<file path="config.mk">
export PLATFORM = sky130hd
export DESIGN_NAME = rpsc_on_sequencer_flat
export DESIGN_NICKNAME = d
export VERILOG_FILES = /design/src/rtl/rpsc_pkg.sv /design/src/rtl/rpsc_on_sequencer_if.sv /design/src/rtl/rpsc_cycle_timer.sv /design/src/rtl/rpsc_on_sequencer.sv /design/src/flat_wrapper.sv
export SDC_FILE = /design/constraint.sdc
export NUM_CORES = 1
export LEC_CHECK = 0
export ABC_AREA = 1
export CAP_MARGIN = 20
export CORE_ASPECT_RATIO = 0.7
export CORE_MARGIN = 2
export CORE_UTILIZATION = 53
export CTS_CLUSTER_DIAMETER = 150
export DETAILED_ROUTE_END_ITERATION = 10
export PLACE_DENSITY = 0.78
export SLEW_MARGIN = 20
export SYNTH_ARGS = -nofsm -noshare
export SYNTH_HDL_FRONTEND = slang
export SYNTH_SLANG_ARGS = --single-unit
export TNS_END_PERCENT = 50
</file>
<file path="constraint.sdc">
create_clock -name clk -period 2.3 [get_ports clk]
set_input_delay 0.23 -clock clk [delete_from_list [all_inputs] [get_ports clk]]
set_output_delay 0.23 -clock clk [all_outputs]
set_load 0.03 [all_outputs]
</file>
<file path="src/rtl/rpsc_pkg.sv">
// Shared definitions for the RPSC power-on sequencer and future rack diagnostics.
package rpsc_pkg;

   typedef enum logic [2:0] {
      ST_IDLE      = 3'd0,
      ST_G2_START  = 3'd1,
      ST_DRV_START = 3'd2,
      ST_AN_START  = 3'd3,
      ST_RUN       = 3'd4,
      ST_SHUTDOWN  = 3'd5,
      ST_FAULT     = 3'd6
   } seq_state_t;

   typedef enum logic [2:0] {
      FC_NONE        = 3'd0,
      FC_PERM_AN     = 3'd1,
      FC_PERM_DRV    = 3'd2,
      FC_G2_TIMEOUT  = 3'd3,
      FC_G2_LOST     = 3'd4,
      FC_U_G2_LOW    = 3'd5,
      FC_DRV_TIMEOUT = 3'd6,
      FC_DRV_LOST    = 3'd7
   } fault_code_t;

   function automatic int max_of4(input int a, input int b, input int c, input int d);
      int m;
      m = a;
      if (b > m) m = b;
      if (c > m) m = c;
      if (d > m) m = d;
      return m;
   endfunction

endpackage

</file>
<file path="src/rtl/rpsc_on_sequencer_if.sv">
// Card-3 status inputs, operator pulses and supply commands of the RPSC sequencer.
interface rpsc_on_sequencer_if;
   // No valid/ready pairs here: every input is a level sampled on each clock edge,
   // and every output is a registered level that is valid in every cycle.
   logic       on_req;
   logic       off_req;
   logic       fault_ack;
   logic       n_on_perm_an;
   logic       n_on_perm_drv;
   logic       n_g2_ok;
   logic       n_u_g2_low;
   logic       n_dr_amp_ok;
   logic       g2_ps_cmd;
   logic       dr_amp_cmd;
   logic       an_ps_cmd;
   logic       running;
   logic       perm_denied;
   logic       fault_latched;
   logic [2:0] fault_code;
   logic [2:0] state_o;

   modport master (
      output on_req, off_req, fault_ack,
      output n_on_perm_an, n_on_perm_drv, n_g2_ok, n_u_g2_low, n_dr_amp_ok,
      input  g2_ps_cmd, dr_amp_cmd, an_ps_cmd, running, perm_denied,
      input  fault_latched, fault_code, state_o
   );

   modport slave (
      input  on_req, off_req, fault_ack,
      input  n_on_perm_an, n_on_perm_drv, n_g2_ok, n_u_g2_low, n_dr_amp_ok,
      output g2_ps_cmd, dr_amp_cmd, an_ps_cmd, running, perm_denied,
      output fault_latched, fault_code, state_o
   );
endinterface

</file>
<file path="src/rtl/rpsc_cycle_timer.sv">
// Up-counter with synchronous clear/load and a terminal-count compare against tc_value.
module rpsc_cycle_timer #(
   parameter int W = 10
) (
   input  logic         clk,
   input  logic         reset,
   input  logic         clear,
   input  logic         load,
   input  logic [W-1:0] load_value,
   input  logic [W-1:0] tc_value,
   output logic         tc
);
   logic [W-1:0] count;

   always_ff @(posedge clk) begin
      if (reset || clear) count <= '0;
      else if (load)      count <= load_value;
      else                count <= count + 1'b1;
   end

   assign tc = (count == tc_value);
endmodule

</file>
<file path="src/rtl/rpsc_on_sequencer.sv">
// Orders G2, driver amp and anode supply on-commands; drops all and latches the
// first fault cause on any interlock loss until an acknowledged, permitted reset.
module rpsc_on_sequencer
   import rpsc_pkg::*;
#(
   parameter int G2_TIMEOUT  = 320,
   parameter int DRV_TIMEOUT = 128,
   parameter int AN_SETTLE   = 64,
   parameter int OFF_GAP     = 32
) (
   input logic           clk,
   input logic           reset,
   rpsc_on_sequencer_if.slave bus
);
   localparam int TW = $clog2(max_of4(G2_TIMEOUT, DRV_TIMEOUT, AN_SETTLE, OFF_GAP)) + 1;

   seq_state_t    state, next_state;
   fault_code_t   code, next_code, cause;
   logic          sd_step, next_sd_step;
   logic          permits_ok, monitored, past_g2, past_drv;
   logic          deny, tmr_clear, tmr_tc;
   logic [TW-1:0] tmr_limit;
   logic          g2_cmd, dr_cmd, an_cmd, run_flag, deny_q, fault_flag;

   rpsc_cycle_timer #(.W(TW)) u_timer (
      .clk        (clk),
      .reset      (reset),
      .clear      (tmr_clear),
      .load       (1'b0),
      .load_value ('0),
      .tc_value   (tmr_limit),
      .tc         (tmr_tc)
   );

   assign permits_ok = !bus.n_on_perm_an && !bus.n_on_perm_drv;
   assign monitored  = state inside {ST_G2_START, ST_DRV_START, ST_AN_START, ST_RUN};
   assign past_g2    = state inside {ST_DRV_START, ST_AN_START, ST_RUN};
   assign past_drv   = state inside {ST_AN_START, ST_RUN};

   always_comb begin
      tmr_limit = '0;
      case (state)
         ST_G2_START:  tmr_limit = TW'(G2_TIMEOUT - 1);
         ST_DRV_START: tmr_limit = TW'(DRV_TIMEOUT - 1);
         ST_AN_START:  tmr_limit = TW'(AN_SETTLE - 1);
         ST_SHUTDOWN:  tmr_limit = TW'(OFF_GAP - 1);
         default:      tmr_limit = '0;
      endcase
   end

   // Priority chain yields the lowest code when several causes coincide; a timeout
   // only counts while its exit condition is still unmet.
   always_comb begin
      cause = FC_NONE;
      if (monitored) begin
         if (bus.n_on_perm_an)                                   cause = FC_PERM_AN;
         else if (bus.n_on_perm_drv)                             cause = FC_PERM_DRV;
         else if (state == ST_G2_START && tmr_tc && bus.n_g2_ok) cause = FC_G2_TIMEOUT;
         else if (past_g2 && bus.n_g2_ok)                        cause = FC_G2_LOST;
         else if (past_g2 && !bus.n_u_g2_low)                    cause = FC_U_G2_LOW;
         else if (state == ST_DRV_START && tmr_tc && bus.n_dr_amp_ok) cause = FC_DRV_TIMEOUT;
         else if (past_drv && bus.n_dr_amp_ok)                   cause = FC_DRV_LOST;
      end
   end

   always_comb begin
      next_state   = state;
      next_code    = code;
      next_sd_step = sd_step;
      deny         = 1'b0;
      tmr_clear    = 1'b0;
      case (state)
         ST_IDLE: begin
            if (bus.on_req) begin
               if (permits_ok) next_state = ST_G2_START;
               else            deny = 1'b1;
            end
         end
         ST_G2_START: begin
            if (bus.off_req)      next_state = ST_SHUTDOWN;
            else if (!bus.n_g2_ok) next_state = ST_DRV_START;
         end
         ST_DRV_START: begin
            if (bus.off_req)          next_state = ST_SHUTDOWN;
            else if (!bus.n_dr_amp_ok) next_state = ST_AN_START;
         end
         ST_AN_START: begin
            if (bus.off_req) next_state = ST_SHUTDOWN;
            else if (tmr_tc) next_state = ST_RUN;
         end
         ST_RUN: begin
            if (bus.off_req) next_state = ST_SHUTDOWN;
         end
         ST_SHUTDOWN: begin
            if (tmr_tc) begin
               if (!sd_step) next_sd_step = 1'b1;
               else          next_state = ST_IDLE;
            end
         end
         ST_FAULT: begin
            if (bus.fault_ack && permits_ok) begin
               next_state = ST_IDLE;
               next_code  = FC_NONE;
            end
         end
         default: next_state = ST_IDLE;
      endcase
      if (cause != FC_NONE) begin
         next_state = ST_FAULT;
         next_code  = cause;
      end
      if (next_state == ST_SHUTDOWN && state != ST_SHUTDOWN) next_sd_step = 1'b0;
      tmr_clear = (next_state != state) || (next_sd_step != sd_step);
   end

   // Outputs are decoded from the next state so they move on the transition edge.
   always_ff @(posedge clk) begin
      if (reset) begin
         state      <= ST_IDLE;
         code       <= FC_NONE;
         sd_step    <= 1'b0;
         g2_cmd     <= 1'b0;
         dr_cmd     <= 1'b0;
         an_cmd     <= 1'b0;
         run_flag   <= 1'b0;
         deny_q     <= 1'b0;
         fault_flag <= 1'b0;
      end else begin
         state      <= next_state;
         code       <= next_code;
         sd_step    <= next_sd_step;
         run_flag   <= (next_state == ST_RUN);
         fault_flag <= (next_state == ST_FAULT);
         deny_q     <= deny;
         if (next_state == ST_SHUTDOWN) begin
            g2_cmd <= g2_cmd;
            dr_cmd <= dr_cmd && !next_sd_step;
            an_cmd <= 1'b0;
         end else begin
            g2_cmd <= next_state inside {ST_G2_START, ST_DRV_START, ST_AN_START, ST_RUN};
            dr_cmd <= next_state inside {ST_DRV_START, ST_AN_START, ST_RUN};
            an_cmd <= next_state inside {ST_AN_START, ST_RUN};
         end
      end
   end

   assign bus.g2_ps_cmd     = g2_cmd;
   assign bus.dr_amp_cmd    = dr_cmd;
   assign bus.an_ps_cmd     = an_cmd;
   assign bus.running       = run_flag;
   assign bus.perm_denied   = deny_q;
   assign bus.fault_latched = fault_flag;
   assign bus.fault_code    = code;
   assign bus.state_o       = state;
endmodule

</file>
<file path="src/flat_wrapper.sv">
// flat-port wrapper written by rule: the top's interface ports become plain ports
module rpsc_on_sequencer_flat import rpsc_pkg::*;
#(
   parameter int G2_TIMEOUT  = 320,
   parameter int DRV_TIMEOUT = 128,
   parameter int AN_SETTLE   = 64,
   parameter int OFF_GAP     = 32
)
  (clk, reset, bus_on_req, bus_off_req, bus_fault_ack, bus_n_on_perm_an, bus_n_on_perm_drv, bus_n_g2_ok, bus_n_u_g2_low, bus_n_dr_amp_ok, bus_g2_ps_cmd, bus_dr_amp_cmd, bus_an_ps_cmd, bus_running, bus_perm_denied, bus_fault_latched, bus_fault_code, bus_state_o);
  rpsc_on_sequencer_if bus_i ();
  input logic clk;
  input logic reset;
  input wire logic [$bits(bus_i.on_req)-1:0] bus_on_req;
  input wire logic [$bits(bus_i.off_req)-1:0] bus_off_req;
  input wire logic [$bits(bus_i.fault_ack)-1:0] bus_fault_ack;
  input wire logic [$bits(bus_i.n_on_perm_an)-1:0] bus_n_on_perm_an;
  input wire logic [$bits(bus_i.n_on_perm_drv)-1:0] bus_n_on_perm_drv;
  input wire logic [$bits(bus_i.n_g2_ok)-1:0] bus_n_g2_ok;
  input wire logic [$bits(bus_i.n_u_g2_low)-1:0] bus_n_u_g2_low;
  input wire logic [$bits(bus_i.n_dr_amp_ok)-1:0] bus_n_dr_amp_ok;
  output wire logic [$bits(bus_i.g2_ps_cmd)-1:0] bus_g2_ps_cmd;
  output wire logic [$bits(bus_i.dr_amp_cmd)-1:0] bus_dr_amp_cmd;
  output wire logic [$bits(bus_i.an_ps_cmd)-1:0] bus_an_ps_cmd;
  output wire logic [$bits(bus_i.running)-1:0] bus_running;
  output wire logic [$bits(bus_i.perm_denied)-1:0] bus_perm_denied;
  output wire logic [$bits(bus_i.fault_latched)-1:0] bus_fault_latched;
  output wire logic [$bits(bus_i.fault_code)-1:0] bus_fault_code;
  output wire logic [$bits(bus_i.state_o)-1:0] bus_state_o;
  assign bus_i.on_req = bus_on_req;
  assign bus_i.off_req = bus_off_req;
  assign bus_i.fault_ack = bus_fault_ack;
  assign bus_i.n_on_perm_an = bus_n_on_perm_an;
  assign bus_i.n_on_perm_drv = bus_n_on_perm_drv;
  assign bus_i.n_g2_ok = bus_n_g2_ok;
  assign bus_i.n_u_g2_low = bus_n_u_g2_low;
  assign bus_i.n_dr_amp_ok = bus_n_dr_amp_ok;
  assign bus_g2_ps_cmd = bus_i.g2_ps_cmd;
  assign bus_dr_amp_cmd = bus_i.dr_amp_cmd;
  assign bus_an_ps_cmd = bus_i.an_ps_cmd;
  assign bus_running = bus_i.running;
  assign bus_perm_denied = bus_i.perm_denied;
  assign bus_fault_latched = bus_i.fault_latched;
  assign bus_fault_code = bus_i.fault_code;
  assign bus_state_o = bus_i.state_o;
  rpsc_on_sequencer #(.G2_TIMEOUT(G2_TIMEOUT), .DRV_TIMEOUT(DRV_TIMEOUT), .AN_SETTLE(AN_SETTLE), .OFF_GAP(OFF_GAP)) u_core (.clk(clk), .reset(reset), .bus(bus_i));
endmodule
</file>
=== Word-level counts from Yosys, hierarchy flattened ===
Index checks and enable logic that the tools add are counted.

* Multiplexer cells: 31
* Equality and inequality tests: 16
* Bitwise gates (word level): 2
* Add/sub/neg operators: 1
* Reduce and logical (&&, ||, !) cells: 30

{| class="wikitable"
|+ Operator list
! kind !! number
|-
| two-way mux 3 bit || 24
|-
| case mux 9 bit (4 select lines) || 1
|-
| case mux 3 bit (7 select lines) || 1
|-
| equality test 3 bit (second input constant) || 6
|-
| equality test 3 x 2 -> 1 bit (second input constant) || 4
|-
| logical AND 1 bit || 11
|-
| adder 10 x 1 -> 10 bit (second input constant) || 1
|-
| equality test 10 bit || 1
|-
| nonzero test 3 bit || 3
|-
| nonzero test 2 bit || 4
|-
| nonzero test 4 bit || 2
|-
| equality test 3 x 1 -> 1 bit (second input constant) || 2
|-
| two-way mux 1 bit || 5
|-
| zero test 1 bit || 4
|-
| zero test 3 bit || 1
|-
| inequality test 3 bit || 1
|-
| inequality test 3 bit (second input constant) || 1
|-
| OR reduction 3 bit || 1
|-
| logical OR 1 bit || 2
|-
| inverter 1 bit || 2
|-
| AND reduction 2 bit || 1
|-
| OR reduction 2 bit || 1
|-
| inequality test 1 bit || 1
|}

* Bits of input ports: 10
* Output and inout port bits: 12
* Word-level logic and storage cells: 90
* Flip-flop bits (word level): 23

=== Depth between registers and ports, before layout ===
* Depth in word-level cells: 20
* Mapped depth: 19

=== Modules after synthesis ===
From an unflattened synthesis, not the netlist that was laid out.

* Cell total of the unflattened synthesis: 270
* Area total of the unflattened synthesis: 1652.8 sq um

{| class="wikitable"
|+ By module, submodules not included
! module !! area each (sq um) !! cells an instance !! instances
|-
| rpsc_on_sequencer || 954.7 || 158 || 1
|-
| rpsc_cycle_timer || 698.2 || 112 || 1
|}

=== Worst setup path after synthesis ===
OpenSTA, ideal clock, no wires.

* Path kind: flip-flop to flip-flop
* Start point: register u_core.state[1], in the netlist u_core.bus.state_o[1]
* End point: register u_core.u_timer.count[7]
* Cell stages (with the launch flop): 18
* Arrival time: 2138 ps
* Library setup time: 117 ps
* Clock period less this slack: 2255 ps
* Path buffers: 0
* Setup slack: 45 ps
* Path through: dfxtp_1 > nand2_1 > o21ai_2 > nand2_1 > nand2_2 > nor2_4 > nand3_4 > nor2_1 > nor2_1 > nand2_1 > nand2_4 > nand4_2 > inv_2 > nand3_1 > nand2_1 > nand2_1 > nand2_4 > nor2_2

* Longest elaborated chain between the ends: 20
* Elaborated cells on any way between the ends: 52

{| class="wikitable"
|+ RTL lines
! element !! RTL line !! RTL
|-
| from (decl) || rpsc_on_sequencer.sv:17 || <nowiki>seq_state_t state, next_state;</nowiki>
|-
| from (signal assigned) || rpsc_on_sequencer.sv:129 || <nowiki>state <= next_state;</nowiki>
|-
| equality test 3 bit, or another cell as far along || rpsc_on_sequencer.sv:42, rpsc_on_sequencer.sv:72 ||
|-
| case mux 9 bit (4 select lines) || rpsc_on_sequencer.sv:42 || <nowiki>case (state)</nowiki>
|-
| equality test 10 bit || rpsc_cycle_timer.sv:21 || <nowiki>assign tc = (count == tc_value);</nowiki>
|-
| logical AND 1 bit (2 in series) || rpsc_on_sequencer.sv:61 || <nowiki>else if (state == ST_DRV_START && tmr_tc && bus.n_dr_amp_ok) cause = FC_DRV_TIMEOUT;</nowiki>
|-
| two-way mux 3 bit || rpsc_on_sequencer.sv:61 ||
|-
| two-way mux 3 bit || rpsc_on_sequencer.sv:60 || <nowiki>else if (past_g2 && !bus.n_u_g2_low) cause = FC_U_G2_LOW;</nowiki>
|-
| two-way mux 3 bit || rpsc_on_sequencer.sv:59 || <nowiki>else if (past_g2 && bus.n_g2_ok) cause = FC_G2_LOST;</nowiki>
|-
| two-way mux 3 bit || rpsc_on_sequencer.sv:58 || <nowiki>else if (state == ST_G2_START && tmr_tc && bus.n_g2_ok) cause = FC_G2_TIMEOUT;</nowiki>
|-
| [3 not listed] || -- ||
|-
| nonzero test 3 bit || rpsc_on_sequencer.sv:108 || <nowiki>if (cause != FC_NONE) begin</nowiki>
|-
| two-way mux 3 bit || rpsc_on_sequencer.sv:108 ||
|-
| equality test 3 bit || rpsc_on_sequencer.sv:112 || <nowiki>if (next_state == ST_SHUTDOWN && state != ST_SHUTDOWN) next_sd_step = 1'b0;</nowiki>
|-
| logical AND 1 bit || rpsc_on_sequencer.sv:112 ||
|-
| two-way mux 1 bit || rpsc_on_sequencer.sv:112 ||
|-
| inequality test 1 bit || rpsc_on_sequencer.sv:113 || <nowiki>tmr_clear = (next_state != state) || (next_sd_step != sd_step);</nowiki>
|-
| logical OR 1 bit * || rpsc_on_sequencer.sv:113 ||
|-
| logical OR 1 bit * || rpsc_cycle_timer.sv:16 || <nowiki>if (reset || clear) count <= '0;</nowiki>
|-
| to (signal assigned) || rpsc_cycle_timer.sv:17 || <nowiki>else if (load) count <= load_value;</nowiki>
|-
| to (signal assigned) || rpsc_cycle_timer.sv:18 || <nowiki>else count <= count + 1'b1;</nowiki>
|-
| to (decl) || rpsc_cycle_timer.sv:13 || <nowiki>logic [W-1:0] count;</nowiki>
|}

Every way passes the cells marked *; elsewhere a longest branch is shown, timed or not.
A chain may end at the register's enable or synchronous reset.

=== Final worst setup path ===
* Start point: register u_core.state[2], in the netlist u_core.bus.state_o[2]
* End point: register u_core.u_timer.count[1]

The elaborated chain is that of the path after synthesis.

==> flow_summary.ini <==
[cells_and_area]
final_cells = 288
num_antenna_cells = 0
fillers = 203
drive_gt1_frac = 0.2835
utilization = 0.7534
final_common_cell = nand2_1
final_cell_mix = nand2_1 (50), inv_1 (23), clkdlybuf4s50_1 (21)
fin_nets = 266
area_growth_pct = 30.36

[synth]
synthMuxAreaShare = 0
synth.area.top_cells = dfxtp_1 (31%), nand2_1 (13%), inv_1 (5.9%)
netlist.area_leader.share = 0.3121
synth_enable_flop_cells = 0
synthDistinctLibCells = 31
ys_ff_latch = 23
ys_dominant_reg_cell = dfxtp_1
netlist_area_mm2 = 0.001475
yosys.area_share.simple = 0.4623
yosys.area.top_type = dfxtp_1
syn_nets = 229
synth-adder-area-share = 0.008482
synth_top_family_by_area = simple AND/OR/NAND/NOR gates
synth-xor-area-share = 0.04750
yosysWarnings = 0
syn_avg_cell_area_um2 = 6.767
synth_compound_area_frac = 0.08227
syn_inst = 218
async_reset_ff_frac = 0
synth-seq-area-share = 0.3121

[route]
drcViolationCount = 0
ant_nets = 0
drt-pass1-iter-count = 4
drt_iter0_markers = 160
wl_per_cell_um = 13.21
viasPerCell = 5.313
num_vias = 1530
route.final.wire_length_mm = 3.804

[timing]
finalSetupViolCount = 0
fmaxAchievable_mhz = 442.4
worst_slew_pin_slew_ns = 0.4031
period_share = 0.9827
hold_violations = 0
holdWs_ns = 0.4512
skew_ns = 0.01233
slew_violations = 0
timing.final.ws_setup_ns = 0.03985
rsz0062_at_grt = true
period_minus_slack_ns = 2.260
maxSlewHeadroom = 0.7292

[status]
status = finished clean

[die]
dieArea_mm2 = 0.003228
num_rows = 15
coreArea_mm2 = 0.002552
ios = 22
start_util = 0.5779
die_h_um = 48.14
die_w_um = 67.06

[setup_path]
critPathArrivalTime_ns = 2.46
required_ns = 2.50
path_cells = buf_4 > o21ai_1 > nand2_1 > nor2_4 > nand3_4 > o21ai_2 > nand2_2 > nand2_1 > nand2_2 > nand4_1 > nand2_1 > nand2_1 > nand2_2 > nor2_4 > nand2_8 > nor2_2
reg2reg_depth = 16
start_kind = flop
end_kind = flop
crit_top_cell = nand2_1
path_class = reg -> reg
critPathMaxFanout = 10
crit_path_top_delay_cell = dfxtp_4
max_stage_delay_ns = 0.38

[clock_tree]
cts_buffers = 3
htreeDepth = 1
clkTransAtPathRegs_ns = 0.08
cts.sinks = 23
cts_hold_buf = 0
clkLatencyLatePin_ns = 0.27
tritoncts = yes
clk_path_buf_depth = 2
root_buffer = clkbuf_8

[place]
portBuffers = 21
preCtsSetupSlack_ns = -0.008971
post-place-cells = 282
gp_congestion = 0.8885
dp_hpwl_mm = 2.868

[flow_run]
cap_violations = 0

[global_routing]
antenna_found_initial = 0
grt_usage = 0.2430
grt_max_degree = 14
grt_overflow = 0
grt_pass1_wl_mm = 5.878
grt_pass1_vias = 1338

[pwr]
power_density_mw_per_mm2 = 1413
peakVddDrop_mv = 0.8583
power_mw = 2.718
p_leak_nw = 0.8482

[hold_path]
hold_path_depth = 1
min_path_type = reg -> reg
state kept, by name, indices dropped and copies added (netlist names):
name	count
u_core.u_timer.count	10
u_core.bus.fault_code	3
u_core.bus.state_o	3
u_core.bus.an_ps_cmd	1
u_core.bus.dr_amp_cmd	1
u_core.bus.fault_latched	1
u_core.bus.g2_ps_cmd	1
u_core.bus.perm_denied	1
u_core.bus.running	1
u_core.sd_step	1
worst paths after layout:
path	start	to	slack, ns
max reg2reg	u_core.bus.state_o[2]	u_core.u_timer.count[1]	0.04
min reg2reg	u_core.u_timer.count[0]	u_core.u_timer.count[0]	0.45
max	u_core.bus.state_o[2]	u_core.u_timer.count[1]	0.04
min	u_core.u_timer.count[0]	u_core.u_timer.count[0]	0.45
metrics by stage:
| step | TNS, ns | area, um2 |
|---|---|---|
| 3_5_place_dp | -0.02042 | 1802 |
| 4_1_cts | 0 | 1856 |
| 3_3_place_gp | 0 | 1802 |
| 2_1_floorplan | 0 | 1475 |
| 6_report | 0 | 1923 |
| 5_1_grt | -0.6432 | 1923 |
where the power goes:
group / leakage [nW] / switching (mW) / internal (mW) / total [mW]
sequential: 0.190 / 0.0790 / 0.492 / 0.571
clock: 0.0255 / 0.136 / 0.121 / 0.257
combinational: 0.633 / 1.17 / 0.716 / 1.89
critical path: cells and delay by family (launching register included):
kind,cells,cell delay (ns)
AND/OR/NAND/NOR,13,1.36
flip-flops,1,0.38
AO/OA/AOI/OAI,2,0.31
buffers and inverters,1,0.15
layout make-up:
type	count	area [um2]	area share
tap	34	42.54	0.02212
multi-input combinational	161	927.1	0.4821
clock inverter	1	5.005	0.002602
sequential	23	474.2	0.2466
inverter	32	125.1	0.06506
clock buffer	3	41.29	0.02147
timing repair buffer	34	307.8	0.1601
logic make-up (layout without fill, tap and decap cells):
family                   count (synthesis)  count (layout)
adder cells (fa/ha/maj)                  1               1
AO/OA/AOI/OAI                           20              20
XOR/XNOR                                 8               8
buffers and inverters                   34              70
AND/OR/NAND/NOR                        132             132
flip-flops                              23              23
synth_stat cells, drive strengths merged (3+ instances only):
library cell,instances
nand4,5
nor3,3
dfxtp,23
xor2,5
inv,31
nor2,40
nand2,62
xnor2,3
a21oi,12
o21ai,5
nand3,20
what timing repair did:
action,CTS,global route
buffers inserted,1,1
pin swaps,0,3
gates resized for setup,0,20
setup endpoints to repair,2,15
layer usage:
layer / share of wire / vias up / wire length, um / GRT usage
met5: 0 / - / 0 / 0
met4: 0.013 / 0 / 51 / 0.04898
met3: 0.079 / 8 / 299 / 0.05081
met2: 0.46 / 62 / 1754 / 0.4218
met1: 0.45 / 695 / 1699 / 0.3216
li1: - / 765 / - / -
Note: power is estimated with default switching activity, not from simulation.
